## config.mk

```make
export PLATFORM = sky130hd
export DESIGN_NAME = servo_pulse_rx
export DESIGN_NICKNAME = d
export VERILOG_FILES = /design/src/rtl/motor_pkg.sv /design/src/rtl/servo_pulse_rx_sync2.sv /design/src/rtl/servo_pulse_rx.sv
export SDC_FILE = /design/constraint.sdc
export NUM_CORES = 1
export LEC_CHECK = 0
export BUFFER_PORTS_ARGS = -buffer_cell sky130_fd_sc_hd__buf_2
export CORE_UTILIZATION = 43
export CTS_BUF_LIST = sky130_fd_sc_hd__clkbuf_4 sky130_fd_sc_hd__clkbuf_8 sky130_fd_sc_hd__clkbuf_16
export DETAILED_ROUTE_END_ITERATION = 8
export PLACE_DENSITY = 0.63
export SYNTH_ARGS = -nofsm -noshare
export SYNTH_HDL_FRONTEND = slang
export SYNTH_HIERARCHICAL = 1
export SYNTH_SLANG_ARGS = --single-unit
```

## constraint.sdc

```tcl
create_clock -name clk -period 2.9 [get_ports clk]
set_input_delay 0.87 -clock clk [delete_from_list [all_inputs] [get_ports clk]]
set_output_delay 0.87 -clock clk [all_outputs]
set_load 0.02 [all_outputs]
```

## src/rtl/motor_pkg.sv

```systemverilog
// Shared motor definitions: instruction codes, driver pulse widths and frame
// length used by both motor_driver and servo_pulse_rx, plus the receiver FSM
// state type.
package motor_pkg;

    // Two-bit drive instruction codes
    localparam logic [1:0] INSTR_BACK = 2'b10;
    localparam logic [1:0] INSTR_STOP = 2'b11;
    localparam logic [1:0] INSTR_FWD  = 2'b01;

    // High widths (in PWM ticks) that motor_driver emits for each instruction
    localparam int DRV_W_BACK = 154;
    localparam int DRV_W_STOP = 230;
    localparam int DRV_W_FWD  = 307;

    // PWM frame length in ticks
    localparam int FRAME_LEN = 3072;

    // Pulse receiver states
    typedef enum logic [1:0] {
        WAIT_LOW,
        WAIT_RISE,
        MEASURE
    } rx_state_t;

    // Pulse width the driver produces for a given instruction code
    function automatic int drive_width(input logic [1:0] code);
        case (code)
            INSTR_BACK: return DRV_W_BACK;
            INSTR_FWD:  return DRV_W_FWD;
            default:    return DRV_W_STOP;
        endcase
    endfunction

endpackage

```

## src/rtl/servo_pulse_rx_sync2.sv

```systemverilog
// Two-flop synchronizer bringing the asynchronous servo pulse into the clk
// domain. Both flops clear to 0 on reset.
module sync2 (
    input  logic clk,
    input  logic reset,
    input  logic d,
    output logic q
);

    logic meta;

    // Two-stage shift register to resolve metastability on d
    always_ff @(posedge clk or negedge reset) begin
        if (!reset) begin
            meta <= 1'b0;
            q    <= 1'b0;
        end else begin
            meta <= d;
            q    <= meta;
        end
    end

endmodule

```

## src/rtl/servo_pulse_rx.sv

```systemverilog
// Servo pulse receiver: measures the high width of each pwm_in pulse in clk
// cycles and decodes it into a back/stop/forward instruction.
// Optional failsafe timeout is enabled by defining PWM_RX_TIMEOUT_EN.
module servo_pulse_rx
    import motor_pkg::*;
#(
    parameter int T_MIN     = 120,
    parameter int T_STOP_LO = 192,
    parameter int T_FWD_LO  = 268,
    parameter int T_MAX     = 346,
    parameter int T_TIMEOUT = 6144
) (
    input  logic       clk,
    input  logic       reset,
    input  logic       pwm_in,
    output logic [1:0] instr,
    output logic       valid,
    output logic       err,
    output logic       timeout
);

    localparam logic [11:0] LIM_MIN  = 12'(T_MIN);
    localparam logic [11:0] LIM_STOP = 12'(T_STOP_LO);
    localparam logic [11:0] LIM_FWD  = 12'(T_FWD_LO);
    localparam logic [11:0] LIM_MAX  = 12'(T_MAX);

    logic        pin;
    logic        pin_d;
    logic        rise;
    logic        fall;
    logic [1:0]  primed;
    rx_state_t   state;
    rx_state_t   state_next;
    logic [11:0] width;
    logic [11:0] width_next;
    logic [11:0] width_inc;
    logic        valid_next;
    logic        err_next;
    logic [1:0]  instr_new;
    logic        to_hit;

    sync2 u_sync (
        .clk   (clk),
        .reset (reset),
        .d     (pwm_in),
        .q     (pin)
    );

    assign rise      = pin & ~pin_d;
    assign fall      = ~pin & pin_d;
    assign width_inc = (width == 12'hFFF) ? width : width + 12'd1;

    // Previous-cycle pin for edge detection, and a fill marker so WAIT_LOW
    // ignores the reset-forced 0 in the synchronizer before it reflects pwm_in
    always_ff @(posedge clk or negedge reset) begin
        if (!reset) begin
            pin_d  <= 1'b0;
            primed <= 2'b00;
        end else begin
            pin_d  <= pin;
            primed <= {primed[0], 1'b1};
        end
    end

    // State register
    always_ff @(posedge clk or negedge reset) begin
        if (!reset) begin
            state <= WAIT_LOW;
        end else begin
            state <= state_next;
        end
    end

    // Next state, width counting and pulse classification
    always_comb begin
        state_next = state;
        width_next = width;
        valid_next = 1'b0;
        err_next   = 1'b0;
        instr_new  = instr;
        case (state)
            WAIT_LOW: begin
                if (primed[1] && !pin) begin
                    state_next = WAIT_RISE;
                end
            end
            WAIT_RISE: begin
                if (rise) begin
                    width_next = 12'd1;
                    state_next = MEASURE;
                end
            end
            MEASURE: begin
                if (pin) begin
                    width_next = width_inc;
                    if (width_inc > LIM_MAX) begin
                        err_next   = 1'b1;
                        state_next = WAIT_LOW;
                    end
                end else if (fall) begin
                    state_next = WAIT_RISE;
                    if (width < LIM_MIN) begin
                        err_next = 1'b1;
                    end else begin
                        valid_next = 1'b1;
                        if (width < LIM_STOP) begin
                            instr_new = INSTR_BACK;
                        end else if (width < LIM_FWD) begin
                            instr_new = INSTR_STOP;
                        end else begin
                            instr_new = INSTR_FWD;
                        end
                    end
                end
            end
            default: state_next = WAIT_LOW;
        endcase
    end

    // Width counter, strobes and instruction register
    always_ff @(posedge clk or negedge reset) begin
        if (!reset) begin
            width <= 12'd0;
            valid <= 1'b0;
            err   <= 1'b0;
            instr <= INSTR_STOP;
        end else begin
            width <= width_next;
            valid <= valid_next;
            err   <= err_next;
            if (valid_next) begin
                instr <= instr_new;
            end else if (to_hit) begin
                instr <= INSTR_STOP;
            end
        end
    end

`ifdef PWM_RX_TIMEOUT_EN
    localparam logic [12:0] TO_LIM = 13'(T_TIMEOUT);

    logic [12:0] to_cnt;
    logic        to_q;

    assign to_hit  = !valid_next && (to_cnt == TO_LIM - 13'd1);
    assign timeout = to_q;

    // Failsafe counter: cleared by each valid strobe, holds once at the limit
    always_ff @(posedge clk or negedge reset) begin
        if (!reset) begin
            to_cnt <= 13'd0;
            to_q   <= 1'b0;
        end else if (valid_next) begin
            to_cnt <= 13'd0;
            to_q   <= 1'b0;
        end else if (to_cnt != TO_LIM) begin
            to_cnt <= to_cnt + 13'd1;
            if (to_hit) begin
                to_q <= 1'b1;
            end
        end
    end
`else
    // Without the failsafe, timeout is constant 0; the expression only keeps
    // the T_TIMEOUT parameter referenced in this build
    localparam logic TIMEOUT_TIE = 1'b0 & (T_TIMEOUT > 0);

    assign to_hit  = 1'b0;
    assign timeout = TIMEOUT_TIE;
`endif

endmodule

```

==> metrics list, run 1 <==
- Run status: complete, no violations
* PwrDens: 542 nW/µm²
- Transition time at the pin with the least slew margin: 0.557 ns
- The first global-routing pass estimated 5290 µm of wire.
* Root Driver: sky130_fd_sc_hd__clkbuf_4
- Worst Clk Skew: 0.00447 ns
* Type of the tightest min-delay check: reg -> reg
- Overall die area: 3610 µm²
* Worst hold stages: 0
- Once detail routing completed, the nets flagged for antenna violations numbered 0.
- Worst-case hold path end point: primed[1]$_DFF_PN0_
- In the routed layout, each cell is associated on average with a via count of 5.92.
* Layout-stage area growth over the synthesis result: 3.02%
- Wire length reported by the detailed router: 3140 µm
* Clock-pin slew of the registers on the worst-case setup and hold paths: 0.13 ns
- Vias in the first global route: 1160
* Pin count of the biggest net entering global routing: 24
- The design draws 0.809 mW.
* Total track usage: 20.2%
* Detail Placement HPWL: 2250 µm
- Endpoint of the most critical register-to-register path: state[1]$_DFFE_PN0P_
- Cells after Synth: 160
- In the final design database the tool counted 166 nets.
- Setup repair after global routing left no endpoint under its margin.
- Static Leakage: 0.650 nW
* Accumulated negative setup slack: 0 ns
- The worst setup path is launched from a flop.
* Routability congestion estimate from global placement: 0.869
- Ys flop type: sky130_fd_sc_hd__dfrtp_1
- Row Count: 20
- The number of max-slew violations in the final report came to 0.
- Port buffering added 6 buffers.
- Source-to-sink clock delay at the later pin of the worst-skew pair: 0.32 ns
- Synth async-reset ratio: 100%
- Count of hold-fix buffers inserted at cts: 0
* Post-synthesis instance area: 1450 µm²
- VDD IR max: 0.288 mV
* Yosys Warn Count: 6
- The die is 60.0 µm tall.
- The number of antenna diodes in the final layout is 0.
- DRC marker count from the first detailed-route iteration: 76
- Clock tree synthesis found a total of 23 sinks.
* Clock buffer count from CTS: 3
- Period minus WS final: 2.44 ns
- Post-CTS sizing: 0
* Number of hold violations in the final report: 0
- The startpoint identified for the worst register-to-register timing path is width[0]$_DFFE_PN0P_.
- Final critical-path share of the clock period: 84.0%
- After detailed routing, the average wire length per cell comes to 15.3 µm.
- For this configuration, the core starts out at a cell density of 46.3%.
- Routed via count: 1214
* Highest clock rate: 411 MHz
- Max-cap violations in this run came to 0.
- CTS max path bufs: 2
- The number of nets in the synthesized netlist is 164.
- Core ar.: 3130 µm²
* Pre-antenna DRT Iters: 4
- After synthesis, the netlist uses 53 different library cells.
- Number of enable-type register cells in the synthesized netlist: 0
- Number of buffers inserted by post-CTS setup repair: 0
- Pin placement for this block handled 8 I/O pins.
- For the worst flop-to-flop path, the logic depth is 7.
- Measured against its own limit, the worst slew margin works out to 62.6%.
* Clock tree from TritonCTS: yes
- Counting flops and latches in the post-synthesis netlist gives 23.
- H-tree level count: 1
- Peak fanout along the critical path: 8
- Reg2reg setup slack: 0.46 ns
* Final setup violation count: 0
- Kind of end point of the critical path: flop
* Global route total overflow: 0
- Worst setup path category: reg -> reg
- Dividing the synthesized area by the synthesized cell count gives 9.06 µm².
- Hold is met by 0.364 ns.
- For this run, design rule violations remaining after detail routing come to 0.
- Hold path startpoint: primed[0]$_DFF_PN0_
- STA puts the critical path data required time at 3.17 ns.
- Layout cells sized above 1: 17.4%
- Width of the chip: 60.0 µm
* Signal arrival time at the worst endpoint: 2.70 ns
* Number of antenna violations at the first check in global routing: 0
* Sequential fraction of the synthesis area: 39.9%
[cells in the mapped netlist (2+ instances only)]
cell type / count / area share, %
sky130_fd_sc_hd__dfrtp_1: 21 / 36
sky130_fd_sc_hd__o21ai_0: 15 / 5.2
sky130_fd_sc_hd__a21oi_1: 14 / 4.8
sky130_fd_sc_hd__nand2_1: 13 / 3.4
sky130_fd_sc_hd__nor2_1: 13 / 3.4
sky130_fd_sc_hd__nand3_1: 8 / 2.8
sky130_fd_sc_hd__nor3_1: 5 / 1.7
sky130_fd_sc_hd__buf_4: 4 / 2.1
sky130_fd_sc_hd__a31oi_1: 3 / 1.3
sky130_fd_sc_hd__buf_6: 3 / 2.3
sky130_fd_sc_hd__inv_1: 3 / 0.78
sky130_fd_sc_hd__or2_2: 3 / 1.3
sky130_fd_sc_hd__xnor2_1: 3 / 1.8
sky130_fd_sc_hd__a211oi_1: 2 / 1.0
sky130_fd_sc_hd__and2_1: 2 / 0.86
sky130_fd_sc_hd__clkbuf_1: 2 / 0.52
sky130_fd_sc_hd__conb_1: 2 / 0.52
sky130_fd_sc_hd__dfstp_2: 2 / 3.6
sky130_fd_sc_hd__nand2b_1: 2 / 0.86
sky130_fd_sc_hd__nand3b_1: 2 / 1.0
sky130_fd_sc_hd__nor2b_1: 2 / 0.86
sky130_fd_sc_hd__nor3b_1: 2 / 1.0
sky130_fd_sc_hd__nor3b_2: 2 / 1.7
sky130_fd_sc_hd__nor4_1: 2 / 0.86
sky130_fd_sc_hd__o31ai_1: 2 / 1.0
[area by class of cell]
cell class	count	area [µm²]
Fill cell	296	1640
Sequential cell	23	578
Clock buffer	3	22.5
Tap cell	44	55.1
Clock inverter	1	5.00
Inverter	3	11.3
Multi-Input combinational cell	124	783
Timing Repair Buffer	7	37.5
[layer usage]
metal / vias to the layer above / wire, µm / track usage [%]
met5: - / 0 / 0
li1: 585 / - / -
met4: 0 / 85 / 11.0
met2: 30 / 1510 / 31.4
met1: 590 / 1460 / 27.2
met3: 9 / 86 / 2.60
[worst max-delay path, cell delays in order (launching register included)]
cell	delay [ns]
sky130_fd_sc_hd__dfrtp_1	0.52
sky130_fd_sc_hd__ha_1	0.34
sky130_fd_sc_hd__nand3_1	0.20
sky130_fd_sc_hd__nor4_4	0.45
sky130_fd_sc_hd__nor3b_2	0.16
sky130_fd_sc_hd__a31o_2	0.22
sky130_fd_sc_hd__a2111oi_0	0.34
sky130_fd_sc_hd__or3_1	0.15
[report_power, final]
part	switching, mW	internal (mW)	total [mW]
sequential	0.0602	0.355	0.415
combinational	0.142	0.0976	0.240
clock	0.102	0.0517	0.154
[metrics by stage]
stage	instances	area (µm²)	utilization, %	worst slack, ns
3_5_place_dp	201	1470	46.8	0.516
6_report	205	1490	47.7	0.465
3_3_place_gp	201	1470	46.8	0.541
5_1_grt	205	1490	47.7	0.254
4_1_cts	205	1490	47.7	0.487
2_1_floorplan	160	1450	-	0.710
[worst max-delay path by stage]
| stage | from | endpoint | slack (ns) | depth (start not counted) |
|---|---|---|---|---|
| final | width[0]$_DFFE_PN0P_ | state[1]$_DFFE_PN0P_ | 0.46 | 7 |
| after CTS | width[0]$_DFFE_PN0P_ | state[1]$_DFFE_PN0P_ | 0.49 | 7 |
| after global placement | width[0]$_DFFE_PN0P_ | state[1]$_DFFE_PN0P_ | 0.54 | 7 |
| after detailed placement | width[0]$_DFFE_PN0P_ | state[1]$_DFFE_PN0P_ | 0.52 | 7 |
| after global routing | width[0]$_DFFE_PN0P_ | state[1]$_DFFE_PN0P_ | 0.25 | 7 |
| after floorplan | width[0]$_DFFE_PN0P_ | state[1]$_DFFE_PN0P_ | 0.71 | 8 |
[registers in the layout, indices dropped and copies added (netlist names)]
register / cells
u_sync/meta: 1
width: 12
primed: 2
state: 2
u_sync/q: 1
instr: 2
valid: 1
err: 1
pin_d: 1
[logic make-up (layout without fill, tap and decap cells)]
group / count (synthesis) / after routing / share of synthesized area [%]
AND/OR/NAND/NOR: 67 / 67 / 28.7
AO/OA/AOI/OAI: 49 / 49 / 20.8
flip-flops: 23 / 23 / 39.9
buffers and inverters: 13 / 14 / 6.04
XOR/XNOR: 4 / 4 / 2.42
other: 2 / 2 / 0.518
adder cells (fa/ha/maj): 1 / 1 / 0.863
multiplexers: 1 / 1 / 0.777
[cell usage in the layout (no fill, tap or decap), types with 3 or more instances in the layout]
cell	count
sky130_fd_sc_hd__inv_1	3
sky130_fd_sc_hd__o21ai_0	15
sky130_fd_sc_hd__or2_2	3
sky130_fd_sc_hd__a21oi_1	14
sky130_fd_sc_hd__nand2_1	13
sky130_fd_sc_hd__nand3_1	8
sky130_fd_sc_hd__nor2_1	13
sky130_fd_sc_hd__buf_2	6
sky130_fd_sc_hd__a31oi_1	3
sky130_fd_sc_hd__dfrtp_1	21
sky130_fd_sc_hd__nor3_1	5
sky130_fd_sc_hd__xnor2_1	3
sky130_fd_sc_hd__clkbuf_4	3
No activity file was read; power rests on OpenSTA's default activity.
==> inputs of run 2 (changes only) <==
PLACE_DENSITY = 0.65   (was 0.63)
clock period = 2.02 ns   (was 2.9 ns; I/O delays follow)
==> metrics list, run 2 (synthesized netlist as in run 1, its figures left out) <==
- Clock tree from TritonCTS: yes
- Max-cap violations in this run came to 0.
- Summing all flip-flop and latch instances after layout gives 584 µm².
- Counting flops per register, the top entry is width.
* DP Cell Count: 224
- Type of the tightest min-delay check: in -> async
* Worst flop-to-flop path startpoint: width[0]$_DFFE_PN0P_
* Width of the chip: 60.0 µm
- Input and output buffers added on the ports amount to 6.
* CTS max path bufs: 2
* Transition time at the pin with the least slew margin: 0.518 ns
* Most common cell after layout, fill and taps aside: sky130_fd_sc_hd__buf_4
- Count of hold-fix buffers inserted at cts: 0
- At the later pin of the worst-skew pair, clock insertion delay measures 0.32 ns.
* Most frequent cells in the layout: sky130_fd_sc_hd__buf_4, sky130_fd_sc_hd__dfrtp_1, sky130_fd_sc_hd__a21oi_1, sky130_fd_sc_hd__o21ai_0, sky130_fd_sc_hd__nand2_1
- Pre-antenna DRT Iters: 4
* Critical path origin: width[0]$_DFFE_PN0P_
- Using the TritonRoute via totals, the vias-per-cell ratio works out to 5.61.
- Worst Clk Skew: 0.00205 ns
- Overall die area: 3610 µm²
* Final critical-path share of the clock period: 98.0%
- Unrepaired setup endpoints after global routing: yes
* Max Transition Viols Final: 0
* Switching part of the total: 36.8%
- Count of inserted antenna diode cells: 0
- Net Switching: 0.453 mW
* Global route total overflow: 0
- The detail route stage leaves a number of antenna-violating nets equal to 0.
- For this run, design rule violations remaining after detail routing come to 0.
* Crit path to: state[1]$_DFFE_PN0P_
* Pin count of the biggest net entering global routing: 24
* Final non-filler cell total: 229
- The tightest hold path in the finished design has a slack of 0.239 ns.
- Setup slack closes at 0.0397 ns.
- Sum of internal, switching and leakage power: 1.23 mW
- Core ar.: 3130 µm²
- H-tree level count: 1
- The multi-input combinational cells in the finished layout cover a total of 827 µm².
- Chip height: 60.0 µm
- Int Power: 0.778 mW
- Counting every sink on the clock net gives 23.
- Detail Placement HPWL: 2570 µm
- In this run, the number of DRC markers left after iteration 0 of detailed routing was 86.
- For this run, the top clock speed supported by timing is 505 MHz.
- Worst setup path category: reg -> reg
* Vias in the first global route: 1196
* Row Count: 20
- Headroom to the max-slew limit: 65.5%
- Startpoint types: flop
- The root buffer cell chosen for the clock tree is sky130_fd_sc_hd__clkbuf_4.
* Reg2reg setup slack: 0.04 ns
- The flow ran to the end, and the final reports show no timing, DRC or antenna violations.
- Clock-pin slew was measured on the worst setup and hold paths at 0.13 ns.
- Total number of nets in the final design: 190
* I/O pin total: 8
- Clock buffer count from CTS: 3
- Routed via count: 1285
- In this run the static leakage power is 0.780 nW.
* Post-placement setup slack: 0.0291 ns
* Required time of the worst setup path: 2.29 ns
- Period minus WS final: 1.98 ns
- Wire length reported by the detailed router: 3430 µm
* Layout cells sized above 1: 33.5%
* Signal arrival time at the worst endpoint: 2.25 ns
- VDD IR max: 0.508 mV
* Combinational cell fraction of total power: 35.3%
- Routability congestion estimate from global placement: 0.939
- Largest register FFs: 12
* Final setup violation count: 0
- Clock network fraction of total power: 17.7%
- Dividing the detail-routed wire length by the instance count gives 15.0 µm.
* Worst R2R Path Depth: 7
- Number of antenna violations at the first check in global routing: 0
- Dividing total power by cell area gives a power density of 714 nW/µm².
* Layout-stage area growth over the synthesis result: 18.9%
* Kind of end point of the critical path: flop
* Number of hold violations in the final report: 0
* Endpoint of the most critical register-to-register path: state[1]$_DFFE_PN0P_
- Total track usage: 21.3%
- Once the floorplan was initialized, standard cells occupied 46.3% of the core.
- Wire length of the first global-routing pass: 5600 µm
- Of all nets on the critical path, the largest fanout is 7.
- Accumulated negative setup slack: 0 ns
- FILL cells: 295
- Part of the power in registers: 47.0%
-- run 2: power by group through the flow --
stage / Combinational (mW) / Sequential [mW] / Clock, mW
floorplan: 0.297 / 0.579 / 0
detailed placement: 0.415 / 0.575 / 0
global placement: 0.409 / 0.572 / 0
finish: 0.435 / 0.578 / 0.218
CTS: 0.417 / 0.567 / 0.228
global route: 0.478 / 0.585 / 0.240
-- run 2: per-stage QoR --
stage          area (µm²)  util [%]
3_5_place_dp         1660      53.1
6_report             1720      55.1
3_3_place_gp         1660      53.1
5_1_grt              1720      55.1
4_1_cts              1690      54.0
2_1_floorplan        1480         -
-- run 2: cell type report --
type | instances | share of cell area [%]
clock buffers | 3 | 1.31
clock inverters | 1 | 0.290
inverters | 3 | 0.654
multi-input cells | 124 | 48.0
flip-flops and latches | 23 | 33.9
well taps | 44 | 3.20
repair buffers | 31 | 12.6
-- run 2: worst min path at each step --
stage / start / endpoint / slack [ns] / depth (start not counted)
6_report: reset / width[8]$_DFFE_PN0P_ / 0.24 / 1
5_1_grt: reset / width[5]$_DFFE_PN0P_ / 0.26 / 1
4_1_cts: reset / width[5]$_DFFE_PN0P_ / 0.25 / 1
3_5_place_dp: u_sync/meta$_DFF_PN0_ / u_sync/q$_DFF_PN0_ / 0.34 / 0
3_3_place_gp: primed[0]$_DFF_PN0_ / primed[1]$_DFF_PN0_ / 0.34 / 0
2_1_floorplan: reset / err$_DFF_PN0_ / 0.31 / 0
-- run 2: worst max-delay path, cell delays in order (launching register included) --
cell                        delay [ns]
sky130_fd_sc_hd__dfrtp_2          0.45
sky130_fd_sc_hd__ha_4             0.19
sky130_fd_sc_hd__xnor2_1          0.13
sky130_fd_sc_hd__o41ai_1          0.11
sky130_fd_sc_hd__or2_2            0.31
sky130_fd_sc_hd__a31o_2           0.23
sky130_fd_sc_hd__a2111oi_0        0.36
sky130_fd_sc_hd__or3_1            0.16
-- run 2: metal layers --
metal  part of all wire (%)  GRT usage, %  up-vias
met5                      0             0        -
met4                    1.2          6.64        0
met3                    6.4          2.60        4
met2                     46          33.7       39
met1                     47          30.3      611
li1                       -             -      631
-- run 2: repair_timing --
item                                    in CTS  in global routing
endpoints found under the setup margin       0                  2
resized for setup                            0                  8
setup buffers                                0                  1
